### src/rtl/uart_rx.sv
// UART receiver: 2-flop line synchroniser, start-bit validation, mid-bit sampling driven by
// the OVERSAMPLE x baud tick, and registered data_valid / frame_err pulses.
module uart_rx #(
  parameter int DATA_BITS  = 8,
  parameter int OVERSAMPLE = 16
) (
  input  logic                 clk,
  input  logic                 rst_a,
  input  logic                 tick,
  input  logic                 rx,
  output logic [DATA_BITS-1:0] data_out,
  output logic                 data_valid,
  output logic                 frame_err,
  output logic                 busy
);

  localparam int TW = $clog2(OVERSAMPLE);
  localparam int BW = $clog2(DATA_BITS + 1);
  localparam logic [TW-1:0] T_MID  = TW'(OVERSAMPLE / 2 - 1);
  localparam logic [TW-1:0] T_END  = TW'(OVERSAMPLE - 1);
  localparam logic [BW-1:0] B_LAST = BW'(DATA_BITS - 1);

  typedef enum logic [2:0] {
    S_IDLE  = 3'd0,
    S_START = 3'd1,
    S_DATA  = 3'd2,
    S_STOP  = 3'd3,
    S_BREAK = 3'd4
  } state_t;

  state_t                 state, state_nxt;
  logic                   rx_meta, rx_s;
  logic [TW-1:0]          tcnt, tcnt_nxt;
  logic [BW-1:0]          bcnt, bcnt_nxt;
  logic [DATA_BITS-1:0]   shreg, shreg_nxt;
  logic                   busy_nxt;
  logic                   done_ok, done_ok_nxt;
  logic                   done_err, done_err_nxt;

  // Two-flop synchroniser for the asynchronous serial line, idles high.
  always_ff @(posedge clk or posedge rst_a) begin
    if (rst_a) begin
      rx_meta <= 1'b1;
      rx_s    <= 1'b1;
    end else begin
      rx_meta <= rx;
      rx_s    <= rx_meta;
    end
  end

  // Frame state, counters, shift register and busy flag.
  always_ff @(posedge clk or posedge rst_a) begin
    if (rst_a) begin
      state    <= S_IDLE;
      tcnt     <= '0;
      bcnt     <= '0;
      shreg    <= '0;
      busy     <= 1'b0;
      done_ok  <= 1'b0;
      done_err <= 1'b0;
    end else begin
      state    <= state_nxt;
      tcnt     <= tcnt_nxt;
      bcnt     <= bcnt_nxt;
      shreg    <= shreg_nxt;
      busy     <= busy_nxt;
      done_ok  <= done_ok_nxt;
      done_err <= done_err_nxt;
    end
  end

  // Next-state logic; nothing moves except on a tick.
  always_comb begin
    state_nxt    = state;
    tcnt_nxt     = tcnt;
    bcnt_nxt     = bcnt;
    shreg_nxt    = shreg;
    busy_nxt     = busy;
    done_ok_nxt  = 1'b0;
    done_err_nxt = 1'b0;
    if (tick) begin
      case (state)
        S_IDLE: begin
          if (!rx_s) begin
            state_nxt = S_START;
            tcnt_nxt  = '0;
            busy_nxt  = 1'b1;
          end else begin
            state_nxt = S_IDLE;
          end
        end
        S_START: begin
          if (tcnt == T_MID) begin
            tcnt_nxt = '0;
            if (!rx_s) begin
              state_nxt = S_DATA;
              bcnt_nxt  = '0;
            end else begin
              state_nxt = S_IDLE;
              busy_nxt  = 1'b0;
            end
          end else begin
            tcnt_nxt = tcnt + TW'(1'b1);
          end
        end
        S_DATA: begin
          if (tcnt == T_END) begin
            // LSB arrives first, so each new bit enters at the top and walks down.
            shreg_nxt = {rx_s, shreg[DATA_BITS-1:1]};
            tcnt_nxt  = '0;
            bcnt_nxt  = bcnt + BW'(1'b1);
            if (bcnt == B_LAST) begin
              state_nxt = S_STOP;
            end else begin
              state_nxt = S_DATA;
            end
          end else begin
            tcnt_nxt = tcnt + TW'(1'b1);
          end
        end
        S_STOP: begin
          if (tcnt == T_END) begin
            tcnt_nxt = '0;
            if (rx_s) begin
              state_nxt   = S_IDLE;
              busy_nxt    = 1'b0;
              done_ok_nxt = 1'b1;
            end else begin
              state_nxt    = S_BREAK;
              done_err_nxt = 1'b1;
            end
          end else begin
            tcnt_nxt = tcnt + TW'(1'b1);
          end
        end
        S_BREAK: begin
          if (rx_s) begin
            state_nxt = S_IDLE;
            busy_nxt  = 1'b0;
          end else begin
            state_nxt = S_BREAK;
          end
        end
        default: begin
          state_nxt = S_IDLE;
          tcnt_nxt  = '0;
          bcnt_nxt  = '0;
          busy_nxt  = 1'b0;
        end
      endcase
    end else begin
      state_nxt = state;
    end
  end

  // Registered result pulses, one clk after the stop-bit sample; data_out holds between frames.
  always_ff @(posedge clk or posedge rst_a) begin
    if (rst_a) begin
      data_out   <= '0;
      data_valid <= 1'b0;
      frame_err  <= 1'b0;
    end else begin
      data_valid <= done_ok;
      frame_err  <= done_err;
      if (done_ok || done_err) begin
        data_out <= shreg;
      end else begin
        data_out <= data_out;
      end
    end
  end

endmodule

### config.mk
export PLATFORM = sky130hd
export DESIGN_NAME = uart_rx
export DESIGN_NICKNAME = d
export VERILOG_FILES = /design/src/rtl/uart_rx.sv
export SDC_FILE = /design/constraint.sdc
export NUM_CORES = 1
export LEC_CHECK = 0
export ABC_AREA = 0
export ABC_CLOCK_PERIOD_IN_PS = 1700
export CELL_PAD_IN_SITES_DETAIL_PLACEMENT = 1
export CELL_PAD_IN_SITES_GLOBAL_PLACEMENT = 1
export CORE_ASPECT_RATIO = 1.4
export CORE_MARGIN = 2
export CORE_UTILIZATION = 45
export DETAILED_ROUTE_END_ITERATION = 7
export PLACE_DENSITY = 0.82
export SETUP_SLACK_MARGIN = 0.3
export SLEW_MARGIN = 20
export SYNTH_ARGS = -nofsm -noshare
export SYNTH_HDL_FRONTEND = slang
export SYNTH_SLANG_ARGS = --single-unit
### constraint.sdc
create_clock -name clk -period 1.7 [get_ports clk]
set_clock_uncertainty 0.1 [all_clocks]
set_input_delay 0.51 -clock clk [delete_from_list [all_inputs] [get_ports clk]]
set_output_delay 0.51 -clock clk [all_outputs]
set_load 0.03 [all_outputs]
### Yosys cells after proc, flatten, opt, wreduce, memory -nomap -nowiden

Index checks and enable logic that the tools add are counted.

| word-level totals | value |
|---|---|
| bits in registers | 34 |
| bits of input ports | 4 |
| word-level logic and storage cells | 66 |

| operators by class | value |
|---|---|
| add/subtract/negate cells | 2 |
| equality and inequality tests | 12 |
| multiplexer cells | 28 |
| bitwise operators | 3 |
| reduce and logical (&&, ||, !) cells | 9 |

Operators with widths:

| cell | number |
|---|---|
| $mux 4 | 5 |
| $pmux 4 s4 | 1 |
| $pmux 3 s5 | 1 |
| $mux 1 | 14 |
| $mux 3 | 4 |
| $pmux 4 s3 | 1 |
| $ne 2x2->1 const B | 5 |
| $reduce_and 5->1 | 2 |
| $add 4x1->4 const B | 2 |
| $eq 4x3->1 const B | 2 |
| $eq 3x2->1 const B | 2 |
| $reduce_and 3->1 | 2 |
| $pmux 1 s5 | 1 |
| $eq 4x4->1 const B | 1 |
| $reduce_and 4->1 | 1 |
| $eq 3x1->1 const B | 1 |
| $eq 3x3->1 const B | 1 |
| $logic_not 3->1 | 1 |
| $not 1->1 | 3 |
| $reduce_or 3->1 | 1 |
| $mux 2 | 1 |
| $reduce_or 2->1 | 1 |
| $logic_or 1x1->1 | 1 |

### Longest topological paths before layout

| logic depth | value |
|---|---|
| depth in word-level cells | 4 |
| depth in mapped cells | 6 |
| depth with buffers taken out | 5 |

### Least setup slack after synthesis

OpenSTA, ideal clock, no wires.

| timing path | value |
|---|---|
| kind | register to register |
| from | register tcnt[0] |
| to | register shreg[0] |
| library setup time | 0.125 ns |
| data arrival time | 1.363 ns |
| data required time | 1.475 ns |
| slack | 0.112 ns |
| cell stages (with the launch flop) | 6 |
| path buffers | 1 |
| clock period less this slack | 1.588 ns |
| cells stage by stage | dfrtp_1 -> ha_1 -> and2_1 -> nand4_2 -> buf_6 -> mux2_4 |

| between the ends | value |
|---|---|
| word-level cells in the longest chain between the ends | 2 |

RTL lines:

| item | line | RTL |
|---|---|---|
| from (decl) | 33 | `logic [TW-1:0] tcnt, tcnt_nxt;` |
| from (signal assigned) | 63 | `tcnt <= tcnt_nxt;` |
| $eq 4x4->1 | 107 | `if (tcnt == T_END) begin` |
| $reduce_and 3->1 (no line) | n/a |  |
| to (signal assigned) | 65 | `shreg <= shreg_nxt;` |
| to (decl) | 35 | `logic [DATA_BITS-1:0] shreg, shreg_nxt;` |

No other way between the ends.
A chain may end at the register's enable or synchronous reset.

### Worst setup path in the final report

| timing path | value |
|---|---|
| from | register tcnt[0] |
| to | register shreg[7] |

The elaborated chain is that of the path after synthesis.

==> impl_metrics.yaml <==
floorplanning:
  die_w_um: 53.3
  row_count: 25
  coreArea_mm2: 0.00332
  initial_core_util_pct: 46.2
  die-area_mm2: 0.00389
  dieHeight_um: 73
  ios: 15
finish:
  layout.nets: 163
  fillCellCount: 342
  n_antenna_cell: 0
  area_growth_pct: 33.1
  fin_area_mm2: 0.00204
  drive_gt1_share_pct: 44.3
synth:
  ys_ff_latch: 34
  synth_cell_types: 38
  post-synth-top-area-cell: "dfrtp_1"
  synth_edf_count: 0
  async_reset_ff_share_pct: 100
  yosysWarningCount: 0
  synthTopCellsByArea: "dfrtp_1 52%, mux2_4 6.9%, mux2_2 5.9%, dfstp_2 3.4%, o21ai_1 2.3%"
  netlist_area_mm2: 0.00153
  synth.avg_cell_area_um2: 12.3
  dominantRegCellSynth: "dfrtp_1"
  synthCells: 124
  yosysSeqAreaShare_pct: 55.8
  syn_nets: 130
  yosysTopAreaCellShare_pct: 52.3
cts:
  cts_sinks: 34
  cts_max_path_buffers: 2
  path_clk_slew_ns: 0.07
  numCtsBuffers: 5
  cts_tree: "yes"
  clk_latency_ns: 0.28
  clock-root-buffer: "clkbuf_8"
  htreeDepth: 2
power:
  p_per_area_mw_per_mm2: 1300
  ir_worst_vdd_v: 0.00116
  leakagePower_nw: 0.969
global_routing:
  grt_usage_pct: 22.2
  grt_pass1_vias: 1250
  grt_first_pass_wirelength_um: 6020
  grt_max_degree: 24
  antenna_found_initial: 0
  gr-total-overflow: 0
place:
  dpl-instance-area_mm2: 0.00181
  dp_hpwl_um: 2490
  dp_worst_setup_slack_ns: -0.331
  routabilityCongestion: 0.818
  portBuffers: 14
timing:
  fin_crit_sh_pct: 93.2
  worstMarginPinSlew_ns: 0.288
  fmax_mhz: 631
  setup_viol_count_final: 0
  rsz0062_at_grt: "true"
  fin_ws_ns: 0.116
  timing.hold.ws_ns: 0.261
  timing_hold_violations_final: 0
  fin_crit_ns: 1.58
  setup_tns_ns: 0
  slew_violations: 0
  max_slew_margin_pct: 80.6
setup_path:
  cp-end-kind: "flop"
  r2r_slack_ns: 0.12
  cp_top_family: "flip-flops"
  worstPathRequired_ns: 1.76
  r2r_cells: 5
  cp.depth: 5
  crit_path_max_fanout: 11
  path_cells: "ha_4, and2_4, nand4_4, buf_12, mux2_1"
  reg2reg_to: "shreg[7]$_DFFE_PP0P_"
  worst-endpoint-arrival_ns: 1.65
  crit_start: "tcnt[0]$_DFFE_PP0P_"
  r2r-start: "tcnt[0]$_DFFE_PP0P_"
  cp-start-kind: "flop"
  slowest_delay_ns: 0.41
  worstSetupEndpoint: "shreg[7]$_DFFE_PP0P_"
  critPathSlowestCell: "dfrtp_1"
  critPathKind: "flop to flop"
  path_buf_inv: 1
outcome:
  status: "finished, final reports clean"
route:
  drt-total-wl_um: 3600
  avgRoutedWirePerCell_um: 18.2
  drtAntennaViolNets: 0
  first_pass_iters: 4
  vias: 1114
  drtIter0Drc: 13
  drc: 0
  viasPerCell: 5.63
job:
  maxCapViolations: 0
min_path:
  hp-class: "flop to flop"
sequential cells by signal, summed over array words and instances, names as in the netlist:
register,count
done_ok,1
state,3
shreg,8
tcnt,4
rx_meta,1
bcnt,4
data_valid,1
data_out,8
frame_err,1
done_err,1
busy,1
rx_s,1
cells in the mapped netlist (2+ instances only):
master and n:
dfstp_2 2, buf_2 4, nand2_1 9, mux2_2 8
a31oi_1 2, a2bb2oi_1 2, mux2i_1 3, o21ai_1 7
dfrtp_1 32, ha_1 2, inv_1 5, nor2_1 9
o31ai_1 2, mux2_4 7, nand3_1 3, and2_1 2
nand2b_1 2, a21oi_1 3
where the power goes:
| part | total (mW) | switching [mW] | internal, mW |
|---|---|---|---|
| Combinational | 0.954 | 0.481 | 0.473 |
| Clock | 0.604 | 0.278 | 0.326 |
| Sequential | 1.09 | 0.157 | 0.928 |
| Total | 2.64 | 0.917 | 1.73 |
per-layer routing:
layer | vias to the layer above | track usage (%) | share of wire, %
met5 | - | 0 | 0
met4 | 0 | 12.0 | 3.7
met3 | 12 | 5.74 | 3.0
met2 | 24 | 41.6 | 59
met1 | 576 | 20.8 | 34
li1 | 502 | - | -
through the flow:
step	utilization [%]	total power [mW]	cells
6_report	61.4	2.64	198
5_1_grt	61.4	2.81	198
4_1_cts	60.6	2.60	198
3_5_place_dp	54.5	1.83	184
3_3_place_gp	54.5	1.78	184
2_1_floorplan	-	1.53	124
placed cells by master, fill, tap and decap left out, types with 2 or more instances in the layout:
cell type        netlist  routed
a21oi_1                3       3
a2bb2oi_1              2       2
a31oi_1                2       2
buf_12                 0       2
buf_4                  0      13
buf_6                  1      14
clkbuf_8               0       6
clkdlybuf4s50_1        0       2
dfrtp_1               32      31
dfstp_2                2       2
inv_1                  5       5
mux2_2                 8       8
mux2_4                 7       7
mux2i_1                3       3
nand2_1                9       8
nand3_1                3       3
nor2_1                 9       6
nor2_2                 0       3
nor3_2                 1       2
o21ai_1                7       7
o31ai_1                2       2
cells by family (layout without fill, tap and decap cells):
family	count (synthesis)	count (layout)	synth area share, %
buffers and inverters	11	45	3.52
flip-flops	34	34	55.8
XOR/XNOR	2	2	1.64
AND/OR/NAND/NOR	31	31	10.9
AO/OA/AOI/OAI	25	25	11.1
multiplexers	19	19	15.5
adder cells (fa/ha/maj)	2	2	1.64
worst min path at each step:
stage / startpoint / endpoint / slack (ns) / depth (start not counted)
2_1_floorplan: rx_meta$_DFF_PP1_ / rx_s$_DFF_PP1_ / 0.25 / 0
3_3_place_gp: rx_meta$_DFF_PP1_ / rx_s$_DFF_PP1_ / 0.25 / 0
3_5_place_dp: rx_meta$_DFF_PP1_ / rx_s$_DFF_PP1_ / 0.25 / 0
4_1_cts: rx_meta$_DFF_PP1_ / rx_s$_DFF_PP1_ / 0.26 / 0
5_1_grt: rx_meta$_DFF_PP1_ / rx_s$_DFF_PP1_ / 0.25 / 0
6_report: rx_meta$_DFF_PP1_ / rx_s$_DFF_PP1_ / 0.26 / 0
timing repair:
action,4_1_cts,5_1_grt
setup endpoints to repair,33,31
pin swaps,2,5
hold endpoints to repair,0,0
hold buffers,0,0
setup buffers,6,0
gates resized for setup,85,11
layout make-up:
type | instances | area [um^2] | area share, %
flip-flops and latches | 34 | 855 | 42.0
multi-input cells | 79 | 696 | 34.2
repair buffers | 32 | 327 | 16.0
clock buffers | 7 | 86.3 | 4.24
well taps | 40 | 50.0 | 2.46
inverters | 5 | 18.8 | 0.921
clock inverters | 1 | 5.00 | 0.246
Power figures use the tool's default switching activity.
